### config.mk
export PLATFORM = sky130hd
export DESIGN_NAME = systolic_pe_v2
export DESIGN_NICKNAME = d
export VERILOG_FILES = /design/src/rtl/systolic_pe_v2.sv
export SDC_FILE = /design/constraint.sdc
export NUM_CORES = 1
export LEC_CHECK = 0
export CAP_MARGIN = 15
export CORE_MARGIN = 2
export CORE_UTILIZATION = 53
export CTS_CLUSTER_SIZE = 25
export DETAILED_ROUTE_END_ITERATION = 7
export PLACE_DENSITY = 0.9
export SKIP_CTS_REPAIR_TIMING = 1
export SLEW_MARGIN = 20
export SYNTH_ARGS = -nofsm -noshare
export SYNTH_HDL_FRONTEND = slang
export SYNTH_SLANG_ARGS = --single-unit
export TNS_END_PERCENT = 5
### constraint.sdc
create_clock -name clk -period 3.2 [get_ports clk]
set_clock_uncertainty 0.15 [all_clocks]
set_input_delay 0.64 -clock clk [delete_from_list [all_inputs] [get_ports clk]]
set_output_delay 0.64 -clock clk [all_outputs]
set_load 0.005 [all_outputs]
### src/rtl/systolic_pe_v2.sv
// Output-stationary systolic MAC cell: forwards operands/tags east-south with 1-cycle latency,
// accumulates x*y (signed/unsigned, saturating or wrapping) and feeds a shiftable result chain.
module systolic_pe_v2 #(
    parameter int DATA_W = 8,
    parameter int ACC_W  = 24,
    parameter int SAT_EN = 1
) (
    input  logic              clk,
    input  logic              rst_n,
    input  logic              en,
    input  logic              i_signed,
    input  logic [DATA_W-1:0] i_x,
    input  logic [DATA_W-1:0] i_y,
    input  logic              i_valid,
    input  logic              i_clear,
    input  logic              i_last,
    output logic [DATA_W-1:0] o_x,
    output logic [DATA_W-1:0] o_y,
    output logic              o_valid,
    output logic              o_clear,
    output logic              o_last,
    input  logic              i_shift,
    input  logic [ACC_W-1:0]  i_res,
    input  logic              i_res_ovf,
    output logic [ACC_W-1:0]  o_res,
    output logic              o_res_ovf,
    output logic              o_done
);

    localparam int PW = 2 * DATA_W;

    if (ACC_W < PW) begin : g_width_check
        $error("systolic_pe_v2: ACC_W must be at least 2*DATA_W");
    end

    logic [DATA_W-1:0] x_q, y_q;
    logic              valid_q, clear_q, last_q;
    logic [ACC_W-1:0]  acc_q, acc_d;
    logic              ovf_q, ovf_d;
    logic [ACC_W-1:0]  res_q;
    logic              res_ovf_q;
    logic              done_q;

    logic signed [PW-1:0] prod_s;
    logic        [PW-1:0] prod_u;
    logic [ACC_W-1:0]     prod_s_ext, prod_u_ext, prod_ext;
    logic [ACC_W-1:0]     base, sat_val;
    logic [ACC_W:0]       sum_ext;
    logic                 base_msb, prod_msb;
    logic                 beat_ovf;
    logic                 load_local;

    assign prod_s     = PW'($signed(i_x)) * PW'($signed(i_y));
    assign prod_u     = PW'(i_x) * PW'(i_y);
    assign prod_s_ext = ACC_W'(prod_s);
    assign prod_u_ext = ACC_W'(prod_u);
    assign prod_ext   = i_signed ? prod_s_ext : prod_u_ext;

    assign base = i_clear ? '0 : acc_q;

    // One guard bit makes the sum exact, so overflow is read straight off the top bits.
    assign base_msb = i_signed & base[ACC_W-1];
    assign prod_msb = i_signed & prod_ext[ACC_W-1];
    assign sum_ext  = {base_msb, base} + {prod_msb, prod_ext};
    assign beat_ovf = i_signed ? (sum_ext[ACC_W] ^ sum_ext[ACC_W-1]) : sum_ext[ACC_W];

    assign sat_val = !i_signed      ? {ACC_W{1'b1}} :
                     sum_ext[ACC_W] ? {1'b1, {(ACC_W-1){1'b0}}} :
                                      {1'b0, {(ACC_W-1){1'b1}}};

    assign acc_d      = ((SAT_EN != 0) && beat_ovf) ? sat_val : sum_ext[ACC_W-1:0];
    assign ovf_d      = beat_ovf | (~i_clear & ovf_q);
    assign load_local = i_valid & i_last;

    always_ff @(posedge clk or negedge rst_n) begin
        if (!rst_n) begin
            x_q       <= '0;
            y_q       <= '0;
            valid_q   <= 1'b0;
            clear_q   <= 1'b0;
            last_q    <= 1'b0;
            acc_q     <= '0;
            ovf_q     <= 1'b0;
            res_q     <= '0;
            res_ovf_q <= 1'b0;
            done_q    <= 1'b0;
        end else if (en) begin
            x_q     <= i_x;
            y_q     <= i_y;
            valid_q <= i_valid;
            clear_q <= i_clear;
            last_q  <= i_last;
            if (i_valid) begin
                acc_q <= acc_d;
                ovf_q <= ovf_d;
            end
            // A local result beats the chain; the upstream value is dropped in that cycle.
            if (load_local) begin
                res_q     <= acc_d;
                res_ovf_q <= ovf_d;
            end else if (i_shift) begin
                res_q     <= i_res;
                res_ovf_q <= i_res_ovf;
            end
            done_q <= load_local;
        end else begin
            done_q <= 1'b0;
        end
    end

    assign o_x       = x_q;
    assign o_y       = y_q;
    assign o_valid   = valid_q;
    assign o_clear   = clear_q;
    assign o_last    = last_q;
    assign o_res     = res_q;
    assign o_res_ovf = res_ovf_q;
    assign o_done    = done_q;

endmodule
Yosys cells after proc, flatten, opt, wreduce, memory -nomap -nowiden
Cells that the tools add are included.
{ "op_classes": {"reduce_logical": 3, "multipliers": 2, "n_addsub": 1, "n_bitwise": 7, "mux": 11} }
{ "op_table": {"columns": ["operator", "count"], "rows": [
  ["$mux W24", 7],
  ["$mul A8 B8 Y16", 2],
  ["$add A25 B25 Y25", 1],
  ["$and A1 B1 Y1", 4],
  ["$mux W1", 4],
  ["$reduce_and A2 Y1", 2],
  ["$reduce_bool A2 Y1", 1],
  ["$not A1 Y1", 1],
  ["$or A1 B1 Y1", 1],
  ["$xor A1 B1 Y1", 1]
]} }
{ "totals": {"register_bits": 70, "output_inout_bits": 45, "elab_cells": 34} }

Logic depth before layout (Yosys ltp)
{ "logic_depth": {"ltp_word": 8, "depth_mapped": 33, "ltp_nobuf": 31} }

Least setup slack after synthesis
OpenSTA, ideal clock, no wires.
{ "synth_path": {"path_type": "input -> register", "from": "in i_y[2]", "to": "reg acc_q[10]", "slack_ns": -4.160, "path_buffers": 2, "stages": 32, "t_arrival_ns": 7.142, "required_time_ns": 2.983, "setup_time_ns": 0.067, "cell_sequence": "clkbuf_1 nand2_1 fa_1 inv_1 fa_1 fa_1 inv_1 fa_1 inv_1 ha_1 a21o_1 a21oi_1 nor2b_1 o21a_1 o21ai_0 nand2b_1 a21oi_1 o21ai_0 xor2_1 mux2_2 ha_1 and2_1 and3_1 a221oi_2 o21ai_2 o2111ai_2 a32oi_4 a21o_1 a21oi_2 nand2b_4 buf_6 o221a_1"} }
{ "synth_between": {"elab_chain_cells": 7} }
{ "synth_rtl": {"columns": ["item", "line", "rtl"], "rows": [
  ["start, declared", "13", "input logic [DATA_W-1:0] i_y,"],
  ["$mul A8 B8 Y16", "53", "assign prod_s = PW'($signed(i_x)) * PW'($signed(i_y));"],
  ["$mux W24 (*)", "57", "assign prod_ext = i_signed ? prod_s_ext : prod_u_ext;"],
  ["$and A1 B1 Y1", "63", "assign prod_msb = i_signed & prod_ext[ACC_W-1];"],
  ["$add A25 B25 Y25 (*)", "64", "assign sum_ext = {base_msb, base} + {prod_msb, prod_ext};"],
  ["$mux W24 / $xor A1 B1 Y1 (equally long branches)", "68, 65", null],
  ["$mux W24 / $mux W1 (equally long branches)", "67, 65", null],
  ["$mux W24 (*)", "71", "assign acc_d = ((SAT_EN != 0) && beat_ovf) ? sat_val : sum_ext[ACC_W-1:0];"],
  ["end signal, assigned", "82", "acc_q <= '0;"],
  ["end signal, assigned", "94", "acc_q <= acc_d;"],
  ["end, declared", "38", "logic [ACC_W-1:0] acc_q, acc_d;"]
]} }
Every way passes the cells marked *; elsewhere a longest branch is shown, timed or not.
A chain may end at the register's enable or synchronous reset.

Worst setup path after layout
{ "layout_path": {"from": "in i_x[1]", "to": "reg acc_q[16]"} }
{ "layout_between": {"elab_chain_cells": 7} }
{ "layout_rtl": {"columns": ["item", "line", "rtl"], "rows": [
  ["start, declared", "12", "input logic [DATA_W-1:0] i_x,"],
  ["$mul A8 B8 Y16", "53", null],
  ["$mux W24 (*)", "57", null],
  ["$and A1 B1 Y1", "63", null],
  ["$add A25 B25 Y25 (*)", "64", null],
  ["$mux W24 / $xor A1 B1 Y1 (equally long branches)", "68, 65", null],
  ["$mux W24 / $mux W1 (equally long branches)", "67, 65", null],
  ["$mux W24 (*)", "71", null]
]} }
Marked as above.

==> metrics.txt <==
# TYPE chip_impl_metric gauge
chip_impl_metric{name="tightestPinTransition",unit="ns"} 0.942
chip_impl_metric{name="initial_core_util",unit="%"} 54.4
chip_impl_metric{name="die_height",unit="um"} 132
chip_impl_metric{name="dpl_cell_area",unit="um2"} 11300
chip_impl_info{name="nature_of_the_critical_path_startpoint",value="input pin"} 1
chip_impl_metric{name="post-synth-top-area-fraction",unit="%"} 20.1
chip_impl_metric{name="worst_r2r_path_depth",unit=""} 13
chip_impl_metric{name="nNetsFinal",unit=""} 1452
chip_impl_metric{name="globalRouteMet3Util",unit="%"} 5.69
chip_impl_metric{name="full_die_area",unit="um2"} 17500
chip_impl_info{name="synth.area.top_cells",value="dfrtp_1 20%, fa_1 20%, ha_1 12%"} 1
chip_impl_metric{name="htreeDepth",unit=""} 3
chip_impl_info{name="cts_tree",value="done"} 1
chip_impl_info{name="r2r_end",value="acc_q[16]$_DFFE_PN0P_"} 1
chip_impl_metric{name="data_required_time_at_the_worst_endpoint",unit="ns"} 3.32
chip_impl_metric{name="clk_latency",unit="ns"} 0.36
chip_impl_metric{name="synth.yosys.seq_area_share",unit="%"} 20.1
chip_impl_metric{name="ctsLongestPathBuffers",unit=""} 2
chip_impl_metric{name="numPortBuffers",unit=""} 93
chip_impl_metric{name="totalNegativeSetupSlack",unit="ns"} -207.16
chip_impl_metric{name="ys_seq_elements",unit=""} 70
chip_impl_metric{name="post_layout_inst_area",unit="um2"} 12000
chip_impl_metric{name="critPathArrivalTime",unit="ns"} 7.54
chip_impl_metric{name="avgRoutedWirePerCell",unit="um"} 21.7
chip_impl_metric{name="p_per_area",unit="nW/um2"} 1340
chip_impl_info{name="path_delay_family",value="compound AO/OA/AOI/OAI gates"} 1
chip_impl_metric{name="diodes_inserted",unit=""} 0
chip_impl_metric{name="clock_net_sink_count",unit=""} 70
chip_impl_metric{name="via_count_of_the_first_global_routing_pass",unit=""} 9036
chip_impl_info{name="worstSetupPathType",value="in2reg"} 1
chip_impl_metric{name="cellLeakagePower",unit="nW"} 5.90
chip_impl_info{name="failing_checks",value="setup timing"} 1
chip_impl_metric{name="drive_gt1_share",unit="%"} 27.8
chip_impl_metric{name="maximum_number_of_pins_on_one_net_before_global_route_repair",unit=""} 71
chip_impl_metric{name="wl",unit="mm"} 31.6
chip_impl_metric{name="viasPerCell",unit=""} 6.14
chip_impl_metric{name="worst_slack",unit="ns"} -4.22
chip_impl_info{name="crit_path_frequent_cell",value="fa_1"} 1
chip_impl_metric{name="netlist_instances",unit=""} 968
chip_impl_metric{name="final_weighted_congestion_of_routability_driven_global_placement",unit=""} 0.889
chip_impl_metric{name="critical_path_buffers_and_inverters",unit=""} 6
chip_impl_metric{name="max_cap_viols",unit=""} 0
chip_impl_metric{name="peakVddDrop",unit="mV"} 1.36
chip_impl_info{name="cts-root-buf",value="clkbuf_16"} 1
chip_impl_info{name="synth_flop_cell",value="dfrtp_1"} 1
chip_impl_metric{name="multi_input_comb_area",unit="um2"} 6560
chip_impl_metric{name="count_of_endpoints_failing_hold_in_the_final_timing_report",unit=""} 0
chip_impl_metric{name="syn_area_per_cell",unit="um2"} 9.00
chip_impl_metric{name="cts.clk_slew.worst_paths",unit="ns"} 0.07
chip_impl_metric{name="width_of_the_chip",unit="um"} 132
chip_impl_metric{name="drt_iter0_drc",unit=""} 1200
chip_impl_metric{name="placement_rows",unit=""} 46
chip_impl_info{name="timing.rr.start",value="acc_q[0]$_DFFE_PN0P_"} 1
chip_impl_metric{name="path_max_fanout",unit=""} 8
chip_impl_metric{name="grt_pass1_wl",unit="mm"} 43.2
chip_impl_metric{name="drt_first_pass_iters",unit=""} 6
chip_impl_metric{name="setup_viol",unit=""} 50
chip_impl_metric{name="grt_usage",unit="%"} 30.7
chip_impl_metric{name="finalCritPeriodShare",unit="%"} 232
chip_impl_metric{name="detail-route-antenna-nets",unit=""} 0
chip_impl_info{name="grt.busiest_layer",value="met2"} 1
chip_impl_metric{name="synth_edf_count",unit=""} 0
chip_impl_metric{name="grt_antenna_before_repair",unit=""} 0
chip_impl_metric{name="netlist-cell-type-count",unit=""} 63
chip_impl_metric{name="use_met2",unit="%"} 55.2
chip_impl_metric{name="vias",unit=""} 8945
chip_impl_metric{name="layout.filler_cells",unit=""} 950
chip_impl_info{name="rsz0062_at_grt",value="yes"} 1
chip_impl_metric{name="p_r_area_growth_vs_syn",unit="%"} 38.2
chip_impl_metric{name="floorplan.io_pins",unit=""} 94
chip_impl_metric{name="critical-path-max-stage-delay",unit="ns"} 0.54
chip_impl_info{name="cpMaxStageDelayCell",value="fa_1"} 1
chip_impl_metric{name="place_hpwl",unit="mm"} 19.3
chip_impl_metric{name="cts-buffers-inserted",unit=""} 9
chip_impl_metric{name="core_area",unit="um2"} 16000
chip_impl_metric{name="timing.final.max_slew_violations",unit=""} 0
chip_impl_metric{name="fmax",unit="GHz"} 0.135
chip_impl_metric{name="finalWorstPathRequiredPeriod",unit="ns"} 7.42
chip_impl_metric{name="drc",unit=""} 0
chip_impl_metric{name="synth_async_sr_flop_share",unit="%"} 100
chip_impl_metric{name="grt.met1_usage",unit="%"} 34.7
chip_impl_metric{name="timing.max_slew.rel_slack",unit="%"} 37.2
chip_impl_info{name="worst_setup_path_end_kind",value="flop"} 1
chip_impl_metric{name="synth_nets",unit=""} 1185
chip_impl_info{name="outcome",value="complete, but fails checks"} 1
chip_impl_metric{name="mappedNetlistArea",unit="um2"} 8710
chip_impl_metric{name="globalRoute.totalOverflow",unit=""} 0
chip_impl_info{name="min-delay-path-class",value="in2async"} 1
chip_impl_metric{name="regToRegSetupSlack",unit="ns"} -0.39
chip_impl_metric{name="register_area",unit="um2"} 1750
chip_impl_info{name="synth_largest_area_cell",value="dfrtp_1"} 1
chip_impl_metric{name="yosys_warnings",unit=""} 0
per-stage QoR:
stage	hold WS (ns)	utilization [%]	instances	setup WS [ns]	total power, mW
floorplan	0.194	-	968	-3.76	8.30
global placement	0.301	70.4	1420	-4.41	12.3
detailed placement	0.325	70.4	1420	-4.63	12.8
CTS	0.308	72.4	1436	-4.54	14.3
global route	0.370	75.3	1456	-4.56	16.9
finish	0.263	75.3	1456	-4.22	16.1
cell families after synthesis:
kind of cell / count (synthesis) / share of synthesized area (%)
fa+ha+maj: 168 / 31.5
compound gates: 200 / 15.8
mux: 26 / 3.32
xor+xnor: 51 / 5.39
flops: 70 / 20.1
simple gates: 241 / 14.4
buf+inv: 212 / 9.47
sequential cells by signal, indices dropped and copies added, names as in the netlist:
signal,flops
o_y,8
o_done,1
acc_q,24
o_last,1
ovf_q,1
o_res,24
o_x,8
o_clear,1
o_res_ovf,1
o_valid,1
where the power goes:
| group | internal (mW) | total, mW | leakage (nW) | switching, mW |
|---|---|---|---|---|
| registers | 1.24 | 1.46 | 0.805 | 0.220 |
| logic | 6.41 | 13.5 | 4.93 | 7.09 |
| clock network | 0.706 | 1.15 | 0.156 | 0.444 |
worst max path at each step:
| stage | startpoint | endpoint | slack [ns] | depth (start not counted) |
|---|---|---|---|---|
| floorplan | i_y[3] | o_res[13]$_DFFE_PN0P_ | -3.76 | 30 |
| global placement | i_x[1] | acc_q[0]$_DFFE_PN0P_ | -4.41 | 31 |
| detailed placement | i_y[2] | acc_q[10]$_DFFE_PN0P_ | -4.63 | 31 |
| CTS | i_y[3] | acc_q[16]$_DFFE_PN0P_ | -4.54 | 29 |
| global route | i_x[2] | o_res[0]$_DFFE_PN0P_ | -4.56 | 33 |
| finish | i_x[1] | acc_q[16]$_DFFE_PN0P_ | -4.22 | 31 |
worst reg2reg max path, cell delays in order (launching register included):
cell and delay, ns:
dfrtp_1 0.38, nor2b_1 0.13, ha_1 0.20, fa_1 0.40
a21oi_1 0.21, a2bb2oi_1 0.26, a21o_1 0.26, o21ai_2 0.12
o2111ai_2 0.22, a32oi_4 0.19, a21o_1 0.24, a21oi_4 0.25
nand2b_4 0.23, o221a_1 0.26
synth_stat cells, types with 3 or more instances:
library cell  instances
mux2_2               23
or3_1                25
buf_2                 5
nor2_1               25
nor2b_1              32
o211ai_1              5
ha_1                 82
o21bai_1              7
dfrtp_1              70
nand2_1              76
and2_1               39
nor3_1                7
o221a_1              20
o21a_1               12
mux2i_1               3
nand4_1               4
fa_1                 86
o21ai_0              45
o21ai_1               5
xnor2_1              34
and3_1                5
clkbuf_1             30
nand3_1               6
inv_1               170
nand2b_1             13
xor2_1               14
a21o_1               14
a211oi_1              5
xnor2_2               3
a21oi_1              62
layout make-up:
cell class,count,share of cell area [%]
Multi-Input combinational cell,688,54.5
Timing Repair Buffer,295,20.7
Sequential cell,70,14.5
Inverter,171,5.35
Tap cell,216,2.24
Clock buffer,11,2.02
Clock inverter,5,0.675
placed cells by master, fill, tap and decap left out, drive strengths merged, types with 4 or more instances in the layout:
cell type / netlist / final
nand3: 6 / 6
a211oi: 6 / 6
clkdlybuf4s50: 0 / 76
o21a: 12 / 12
nor2: 25 / 25
o21bai: 7 / 7
a21o: 15 / 15
nor3: 7 / 7
xor2: 14 / 14
dfrtp: 70 / 70
nand2b: 14 / 16
ha: 82 / 82
or3: 25 / 25
dlymetal6s2s: 0 / 4
buf: 11 / 207
mux2: 23 / 23
nand2: 76 / 76
a21oi: 63 / 63
and3: 6 / 6
inv: 170 / 171
and2: 40 / 40
clkbuf: 30 / 19
xnor2: 37 / 37
o221a: 20 / 20
o21ai: 51 / 51
o211ai: 7 / 7
nor2b: 32 / 32
nand4: 4 / 4
fa: 86 / 86
metal layers:
layer / part of all wire [%] / vias to the layer above
li1: - / 3710
met1: 34 / 4269
met2: 48 / 692
met3: 9.3 / 274
met4: 8.5 / 0
met5: 0 / -
Note: power is estimated with default switching activity, not from simulation.
